--- config.mk ---
export PLATFORM = sky130hd
export DESIGN_NAME = uart_debug_echo_flat
export DESIGN_NICKNAME = d
export VERILOG_FILES = /design/src/rtl/uart_debug_echo_if.sv /design/src/rtl/uart_debug_echo.sv /design/src/flat_wrapper.sv
export SDC_FILE = /design/constraint.sdc
export NUM_CORES = 1
export LEC_CHECK = 0
export CAP_MARGIN = 20
export CORE_ASPECT_RATIO = 1.25
export CORE_MARGIN = 1
export CORE_UTILIZATION = 50
export DETAILED_ROUTE_END_ITERATION = 8
export PLACE_DENSITY_LB_ADDON = 0.12
export SLEW_MARGIN = 0
export SYNTH_ARGS = -nofsm -noshare
export SYNTH_HDL_FRONTEND = slang
export SYNTH_SLANG_ARGS = --single-unit
--- constraint.sdc ---
create_clock -name clk -period 3.3 [get_ports clk]
set_input_delay 0.825 -clock clk [delete_from_list [all_inputs] [get_ports clk]]
set_output_delay 0.825 -clock clk [all_outputs]
set_load 0.1 [all_outputs]
--- src/rtl/uart_debug_echo_if.sv ---
// Downloader memory-write stream feeding the echo stage.
// The downloader drives the master side; the echo stage listens as slave.
interface uart_debug_echo_if;
  logic        mem_wr_en;
  logic [31:0] mem_wr_data;

  modport master (
    output mem_wr_en,
    output mem_wr_data
  );

  modport slave (
    input mem_wr_en,
    input mem_wr_data
  );
endinterface

--- src/rtl/uart_debug_echo.sv ---
// Download-echo stage: buffers downloaded words in a FIFO and retransmits
// them as 8N1 UART bytes, while keeping a word count and additive checksum.
`ifndef CLK_FREQ
`define CLK_FREQ 50000000
`endif
`ifndef UART_BPS
`define UART_BPS 115200
`endif

module uart_debug_echo #(
  parameter int BAUD_CNT_MAX = `CLK_FREQ / `UART_BPS,
  parameter int FIFO_DEPTH   = 4
)(
  input  logic             clk,
  input  logic             rst_n,
  input  logic             debug_en_i,
  uart_debug_echo_if.slave wr,
  output logic             uart_tx_o,
  output logic             busy_o,
  output logic             overflow_o,
  output logic [15:0]      word_cnt_o,
  output logic [31:0]      checksum_o
);

  localparam int PW = $clog2(FIFO_DEPTH);
  localparam int CW = PW + 1;
  localparam int BW = $clog2(BAUD_CNT_MAX);

  typedef enum logic [1:0] {
    S_IDLE,
    S_START,
    S_DATA,
    S_STOP
  } state_t;

  logic [31:0]   r_mem [FIFO_DEPTH];
  logic [PW-1:0] r_wr_ptr;
  logic [PW-1:0] r_rd_ptr;
  logic [CW-1:0] r_count;
  logic          r_overflow;
  logic [15:0]   r_word_cnt;
  logic [31:0]   r_checksum;

  state_t        r_state;
  logic          r_tx;
  logic [BW-1:0] r_baud;
  logic [2:0]    r_bit;
  logic [1:0]    r_byte;
  logic [31:0]   r_shift;

  logic w_strobe;
  logic w_full;
  logic w_push;
  logic w_pop;
  logic w_baud_end;

  assign w_strobe   = debug_en_i && wr.mem_wr_en;
  assign w_full     = (r_count == CW'(FIFO_DEPTH));
  // Full is judged on the registered count, so a same-edge pop never
  // makes room for a push.
  assign w_push     = w_strobe && !w_full;
  assign w_pop      = (r_state == S_IDLE) && (r_count != '0);
  assign w_baud_end = (r_baud == BW'(BAUD_CNT_MAX - 1));

  always_ff @(posedge clk) begin
    if (w_push) begin
      r_mem[r_wr_ptr] <= wr.mem_wr_data;
    end
  end

  always_ff @(posedge clk or negedge rst_n) begin
    if (!rst_n) begin
      r_wr_ptr   <= '0;
      r_rd_ptr   <= '0;
      r_count    <= '0;
      r_overflow <= 1'b0;
      r_word_cnt <= '0;
      r_checksum <= '0;
    end else if (!debug_en_i) begin
      r_wr_ptr   <= '0;
      r_rd_ptr   <= '0;
      r_count    <= '0;
      r_overflow <= 1'b0;
      r_word_cnt <= '0;
      r_checksum <= '0;
    end else begin
      if (w_strobe) begin
        r_word_cnt <= r_word_cnt + 16'd1;
        r_checksum <= r_checksum + wr.mem_wr_data;
        if (w_full) begin
          r_overflow <= 1'b1;
        end
      end
      if (w_push) begin
        r_wr_ptr <= r_wr_ptr + 1'b1;
      end
      if (w_pop) begin
        r_rd_ptr <= r_rd_ptr + 1'b1;
      end
      if (w_push && !w_pop) begin
        r_count <= r_count + 1'b1;
      end else if (w_pop && !w_push) begin
        r_count <= r_count - 1'b1;
      end
    end
  end

  // The shift register moves right one bit per data bit, so after eight
  // bits the next little-endian byte already sits in the low bits.
  always_ff @(posedge clk or negedge rst_n) begin
    if (!rst_n) begin
      r_state <= S_IDLE;
      r_tx    <= 1'b1;
      r_baud  <= '0;
      r_bit   <= '0;
      r_byte  <= '0;
      r_shift <= '0;
    end else if (!debug_en_i) begin
      r_state <= S_IDLE;
      r_tx    <= 1'b1;
      r_baud  <= '0;
      r_bit   <= '0;
      r_byte  <= '0;
      r_shift <= '0;
    end else begin
      unique case (r_state)
        S_IDLE: begin
          r_tx   <= 1'b1;
          r_baud <= '0;
          if (w_pop) begin
            r_shift <= r_mem[r_rd_ptr];
            r_byte  <= '0;
            r_tx    <= 1'b0;
            r_state <= S_START;
          end
        end
        S_START: begin
          if (w_baud_end) begin
            r_baud  <= '0;
            r_bit   <= '0;
            r_tx    <= r_shift[0];
            r_state <= S_DATA;
          end else begin
            r_baud <= r_baud + 1'b1;
          end
        end
        S_DATA: begin
          if (w_baud_end) begin
            r_baud  <= '0;
            r_shift <= r_shift >> 1;
            if (r_bit == 3'd7) begin
              r_tx    <= 1'b1;
              r_state <= S_STOP;
            end else begin
              r_bit <= r_bit + 3'd1;
              r_tx  <= r_shift[1];
            end
          end else begin
            r_baud <= r_baud + 1'b1;
          end
        end
        S_STOP: begin
          if (w_baud_end) begin
            r_baud <= '0;
            if (r_byte != 2'd3) begin
              r_byte  <= r_byte + 2'd1;
              r_tx    <= 1'b0;
              r_state <= S_START;
            end else begin
              r_tx    <= 1'b1;
              r_state <= S_IDLE;
            end
          end else begin
            r_baud <= r_baud + 1'b1;
          end
        end
        default: begin
          r_tx    <= 1'b1;
          r_state <= S_IDLE;
        end
      endcase
    end
  end

  assign uart_tx_o  = r_tx;
  assign busy_o     = (r_count != '0) || (r_state != S_IDLE);
  assign overflow_o = r_overflow;
  assign word_cnt_o = r_word_cnt;
  assign checksum_o = r_checksum;

endmodule

--- src/flat_wrapper.sv ---
// flat-port wrapper written by rule: the top's interface ports become plain ports
module uart_debug_echo_flat 
#(
  parameter int BAUD_CNT_MAX = `CLK_FREQ / `UART_BPS,
  parameter int FIFO_DEPTH   = 4
)
  (clk, rst_n, debug_en_i, uart_tx_o, busy_o, overflow_o, word_cnt_o, checksum_o, wr_mem_wr_en, wr_mem_wr_data);
  uart_debug_echo_if wr_i ();
  input  logic clk;
  input  logic rst_n;
  input  logic debug_en_i;
  output logic uart_tx_o;
  output logic busy_o;
  output logic overflow_o;
  output logic [15:0] word_cnt_o;
  output logic [31:0] checksum_o;
  input wire logic [$bits(wr_i.mem_wr_en)-1:0] wr_mem_wr_en;
  input wire logic [$bits(wr_i.mem_wr_data)-1:0] wr_mem_wr_data;
  assign wr_i.mem_wr_en = wr_mem_wr_en;
  assign wr_i.mem_wr_data = wr_mem_wr_data;
  uart_debug_echo #(.BAUD_CNT_MAX(BAUD_CNT_MAX), .FIFO_DEPTH(FIFO_DEPTH)) u_core (.clk(clk), .rst_n(rst_n), .debug_en_i(debug_en_i), .wr(wr_i), .uart_tx_o(uart_tx_o), .busy_o(busy_o), .overflow_o(overflow_o), .word_cnt_o(word_cnt_o), .checksum_o(checksum_o));
endmodule
[Word-level counts from Yosys, hierarchy flattened]
Memory sizes are Yosys's and may differ from the RTL's.
Index checks and enable logic that the tools add are counted.
Operators by class
  $add $sub $neg: 9
  eq/ne operators: 22
  multiplexer cells: 49
  reduce and logical (&&, ||, !) cells: 19
Operators with widths (number)
  two-way mux 32 bit: 5
  case mux 32 bit (2 select lines): 1
  adder 32 bit: 1
  two-way mux 16 bit: 2
  two-way mux 2 bit: 14
  two-way mux 3 bit: 7
  two-way mux 9 bit: 2
  != test 3 x 2 -> 1 bit (second input constant): 6
  case mux 9 bit (2 select lines): 1
  adder 16 x 1 -> 16 bit (second input constant): 1
  two-way mux 1 bit: 13
  != test 3 x 1 -> 1 bit (second input constant): 4
  adder 9 x 1 -> 9 bit (second input constant): 1
  == test 9 bit (second input constant): 1
  != test 2 x 1 -> 1 bit (second input constant): 4
  case mux 2 bit (4 select lines): 1
  AND reduction 4 bit: 2
  adder 2 x 1 -> 2 bit (second input constant): 3
  adder 3 x 1 -> 3 bit (second input constant): 2
  == test 3 bit (second input constant): 2
  case mux 3 bit (2 select lines): 1
  AND reduction 3 bit: 2
  logical AND 1 bit: 5
  AND reduction 5 bit: 1
  other kinds (14): 17
Storage, ports and cells
  bits in registers: 105
  RAM bits: 128
  input port bits: 36
  output and inout port bits: 51
  memories: 1
Memories
  u_core.r_mem: words 4, bits a word 32, rd ports 1, clocked after Yosys merged registers in 0, write ports 1, line uart_debug_echo.sv:36  | logic [31:0] r_mem [FIFO_DEPTH];

[Depth between registers and ports, before layout]
  depth in word-level cells: 8
  depth in mapped cells: 12
  gate-level depth less buffers: 12

[Worst setup path after synthesis]
OpenSTA, ideal clock, no wires.
  path type: reg-to-reg
  start point: reg u_core.r_checksum[0], in the netlist u_core.checksum_o[0]
  end point: reg u_core.r_checksum[22], in the netlist u_core.checksum_o[22]
  library setup time: 0.126 ns
  arrival time: 3.245 ns
  data required time: 3.174 ns
  path slack: -0.071 ns
  stages on the path, launching flop included: 13
  path buffers: 0
  cells stage by stage: dfrtp_1 -> ha_1 -> inv_1 -> fa_1 -> nor2b_1 -> o21ai_1 -> a21boi_1 -> o21ai_1 -> a211oi_1 -> o41ai_1 -> a21oi_1 -> nor2_1 -> a221o_1
Between the ends
  word-level cells in the longest chain between the ends: 3
RTL lines
  start: declaration: line uart_debug_echo.sv:42  | logic [31:0] r_checksum;
  start signal: assignment: line uart_debug_echo.sv:89  | r_checksum <= r_checksum + wr.mem_wr_data;
  adder 32 bit: line uart_debug_echo.sv:89
  two-way mux 32 bit: line uart_debug_echo.sv:87  | if (w_strobe) begin
  two-way mux 32 bit: line uart_debug_echo.sv:79  | end else if (!debug_en_i) begin
Every way passes these cells. The select of a mux whose other input is x is not followed.
A chain may end at the register's enable or synchronous reset.

[Worst setup path in the final report]
  start point: in wr_mem_wr_data[3]
  end point: reg u_core.r_checksum[31], in the netlist u_core.checksum_o[31]
Between the ends
  word-level cells in the longest chain between the ends: 3
RTL lines
  start: declaration: line flat_wrapper.sv:18  | input wire logic [$bits(wr_i.mem_wr_data)-1:0] wr_mem_wr_data;
  adder 32 bit: line uart_debug_echo.sv:89
  two-way mux 32 bit: line uart_debug_echo.sv:87
  two-way mux 32 bit: line uart_debug_echo.sv:79
Every way passes these cells. The select of a mux whose other input is x is not followed.

==> PnR_summary.wiki <==
{| class="wikitable"
! Metric !! Value
|-
| Run status || completed
|-
| Max Freq || 314 MHz
|-
| Gp weighted congestion || 0.851
|-
| Global-route total usage across every layer || 0.227
|-
| Die Area || 0.0235 mm2
|-
| CTS tree || yes
|-
| Via-per-instance ratio || 5.65
|-
| Category of the worst setup path capture point || flop
|-
| Vertical die dimension || 171 um
|-
| CTS buffer count || 25
|-
| Number of placed instances, taps included || 1362
|-
| Number of design-rule violations left by the first detailed-router iteration || 417
|-
| Cell at the root of the clock tree || clkbuf_16
|-
| Hold buffer count at CTS || 0
|-
| Power density normalized to cell area || 696 mW/mm2
|-
| Number of vias after detailed routing || 7952
|-
| Worst-case reg-to-reg path depth || 10
|-
| Worst-Margin Slew || 0.825 ns
|-
| Number of pins with negative max-slew slack in the final report || 0
|-
| Total area of multi-input combinational cells || 0.00474 mm2
|-
| Starting utilization of the core area || 0.512
|-
| Finish-stage setup viols || 0
|-
| Detailed-route DRC error count || 0
|-
| Number of iterations in the first detailed-routing pass || 5
|-
| Final HPWL DP || 17700 um
|-
| Min cycle time layout || 3.19 ns
|-
| Seq/Total Area, Yosys || 0.566
|-
| Post-CTS clock slew at the launch and capture registers of the worst setup and hold paths || 0.06 ns
|-
| First-pass GRT wire length || 40800 um
|-
| Standard cell with the maximum stage delay on the critical path || clkdlybuf4s50_1
|-
| Maximum number of pins on one net before global-route repair || 65
|-
| Nets || 1191
|-
| Area of the core || 0.0224 mm2
|-
| Boundary pin count || 87
|-
| Die span in x || 137 um
|-
| Share of layout cells above drive strength 1 || 0.213
|-
| Setup repair after global routing missed its margin || false
|-
| Number of sinks driven by the clock tree || 233
|-
| Post-synthesis instance total || 943
|-
| Proportion of register bits with asynchronous set or reset after synthesis || 0.451
|-
| Syn-to-layout area delta || 22.0%
|-
| Number of synthesized register bits || 233
|-
| Required time at the endpoint of the critical path || 3.74 ns
|-
| Antenna-violating nets left || 0
|-
| Maximum fanout along the worst path || 4
|-
| First element of the critical path || wr_mem_wr_data[3]
|-
| DR WL/cell || 18.5 um
|-
| Wirelength, routed || 26000 um
|-
| Buffering stage count on the worst path with inverters included || 1
|-
| Netlist area before placement || 0.0114 mm2
|-
| Worst-Skew Late Latency || 0.51 ns
|-
| Worst vdd rail ir drop || 0.000987 V
|-
| Fraction of synthesized cell area taken by the top area cell type || 0.336
|-
| Final period utilization || 0.966
|-
| Remaining global-route overflow || 0
|-
| Kind of path behind the tightest hold check || input pin to async pin
|-
| Top flip-flop cell by instance count after synthesis || edfxtp_1
|-
| Number of library cell types mapped by synthesis || 61
|-
| Setup TNS Final || 0 ns
|-
| Number of input and output port buffers inserted || 86
|-
| Most common cell after layout, fill and taps aside || buf_4
|-
| YS warnings || 0
|-
| Layout fillers || 1789
|-
| Cell class contributing the biggest share of worst-path delay || compound AO/OA/AOI/OAI gates
|-
| Class of the most critical setup path || input pin to flop
|-
| Post-route clock skew || 0.00864 ns
|-
| Max capacitance violation total || 0
|-
| Depth of the critical timing path with buffers and inverters included || 11
|-
| Startpoint type of the worst setup path || input pin
|-
| Data arrival at the endpoint of the critical path || 3.63 ns
|-
| Number of enable flip-flop cells after synthesis || 128
|-
| Final standard cell count with taps included and fillers excluded || 1408
|-
| Slowest cell delay on critical path || 0.44 ns
|-
| Post-synthesis net count || 1027
|-
| Critical register-to-register path startpoint || u_core.checksum_o[3]$_DFFE_PN0P_
|-
| Hold violation count in the final report || 0
|-
| CTS HTree Levels || 1
|-
| Library cell occupying the most area in the post-synthesis netlist || edfxtp_1
|-
| Reported leakage power || 5.82 nW
|-
| Utilization after layout || 0.624
|-
| Relative slew margins || 0.450
|-
| CP most frequent cell || mux2i_1
|-
| Number of antenna violations at the first check in global routing || 0
|-
| Antenna cell count || 0
|-
| Register cell area after layout || 0.00647 mm2
|-
| Area contributors post-synth || edfxtp_1 (34%), dfrtp_1 (23%), mux4_2 (6.3%), ha_1 (5.0%), nand2_1 (3.8%)
|-
| Via count of the first global-routing pass || 7679
|-
| Row count || 61
|-
| Commonest cells after routing, fill and taps aside || buf_4 (146), edfxtp_1 (128), nand2_1 (115), dfrtp_1 (102), a21oi_1 (69)
|-
| Clk buf depth || 3
|-
| CP cell instances || clkdlybuf4s50_1, ha_1, nand3_1, o211ai_2, nor3b_2, o2111ai_1, o211a_1, o31a_1, a31oi_2, mux2i_1, mux2i_1
|-
| Post-Syn Area per Cell || 12.1 um2
|}
==> path summary, 6_finish.rpt <==
| path | to | slack [ns] |
|---|---|---|
| setup / recovery | u_core.checksum_o[31]$_DFFE_PN0P_ | 0.11 |
| hold reg to reg | u_core.r_shift[31]$_DFFE_PN0P_ | 0.49 |
| max in group asynchronous | u_core.r_shift[15]$_DFFE_PN0P_ | 2.19 |
| min in group clk | u_core.r_shift[31]$_DFFE_PN0P_ | 0.49 |
| hold / removal | u_core.word_cnt_o[3]$_DFFE_PN0P_ | 0.35 |
| setup reg to reg | u_core.checksum_o[31]$_DFFE_PN0P_ | 0.46 |
==> routing by layer <==
metal / routed length, um / vias up / track usage
li1: - / 3813 / -
met1: 11300 / 3941 / 0.300
met2: 13100 / 166 / 0.394
met3: 1170 / 32 / 0.0311
met4: 401 / 0 / 0.0549
met5: 0 / - / 0
==> area by class of cell <==
| class | count | area share |
|---|---|---|
| Sequential cell | 233 | 0.464 |
| Multi-Input combinational cell | 640 | 0.340 |
| Timing Repair Buffer | 182 | 0.105 |
| Clock buffer | 32 | 0.0481 |
| Tap cell | 283 | 0.0254 |
| Clock inverter | 13 | 0.0111 |
| Inverter | 25 | 0.00672 |
==> report_power, final <==
group / total (mW) / internal [mW] / switching [mW]
Sequential: 3.76 / 3.46 / 0.304
Combinational: 3.15 / 1.27 / 1.88
Clock: 2.80 / 1.68 / 1.12
==> registers in the layout, summed over array words and instances (netlist names) <==
name and flops:
u_core.checksum_o 32, u_core.overflow_o 1, u_core.r_baud 9, u_core.r_bit 3
u_core.r_byte 2, u_core.r_count 3, u_core.r_mem 128, u_core.r_rd_ptr 2
u_core.r_shift 32, u_core.r_state 2, u_core.r_wr_ptr 2, u_core.uart_tx_o 1
u_core.word_cnt_o 16
==> synth_stat cells, drive strengths merged, types with 9 or more instances <==
master and instances:
o21ai 37, nor2 40, inv 24, dfrtp 104
edfxtp 128, o21a 9, a21o 11, nor3 10
mux2i 14, buf 11, nand2 115, clkbuf 34
xnor2 28, nor2b 32, a21oi 70, a22o 35
ha 46, mux4 32, a21boi 12, and2 16
and3 11, nand3 27
==> through the flow <==
step | area, um2 | setup WS, ns | hold slack, ns | power, mW
finish | 14000 | 0.112 | 0.346 | 9.72
global route | 14000 | 0.00339 | 0.393 | 10.2
CTS | 13900 | 0.0135 | 0.366 | 9.78
detailed placement | 13100 | -0.506 | 0.481 | 6.95
global placement | 13100 | -0.402 | 0.462 | 6.89
floorplan | 11400 | 0.0531 | 0.450 | 6.01
==> what timing repair did <==
action,in CTS,in global routing
setup endpoints to repair,0,4
gates resized for setup,0,5
buffers inserted,0,0
==> kinds of logic after synthesis <==
logic type,count (synthesis),share of synthesized area
simple gates,286,0.121
flops,233,0.566
compound gates,221,0.131
buf+inv,70,0.0235
mux,49,0.0782
fa+ha+maj,48,0.0538
xor+xnor,36,0.0276
Power figures use the tool's default switching activity.
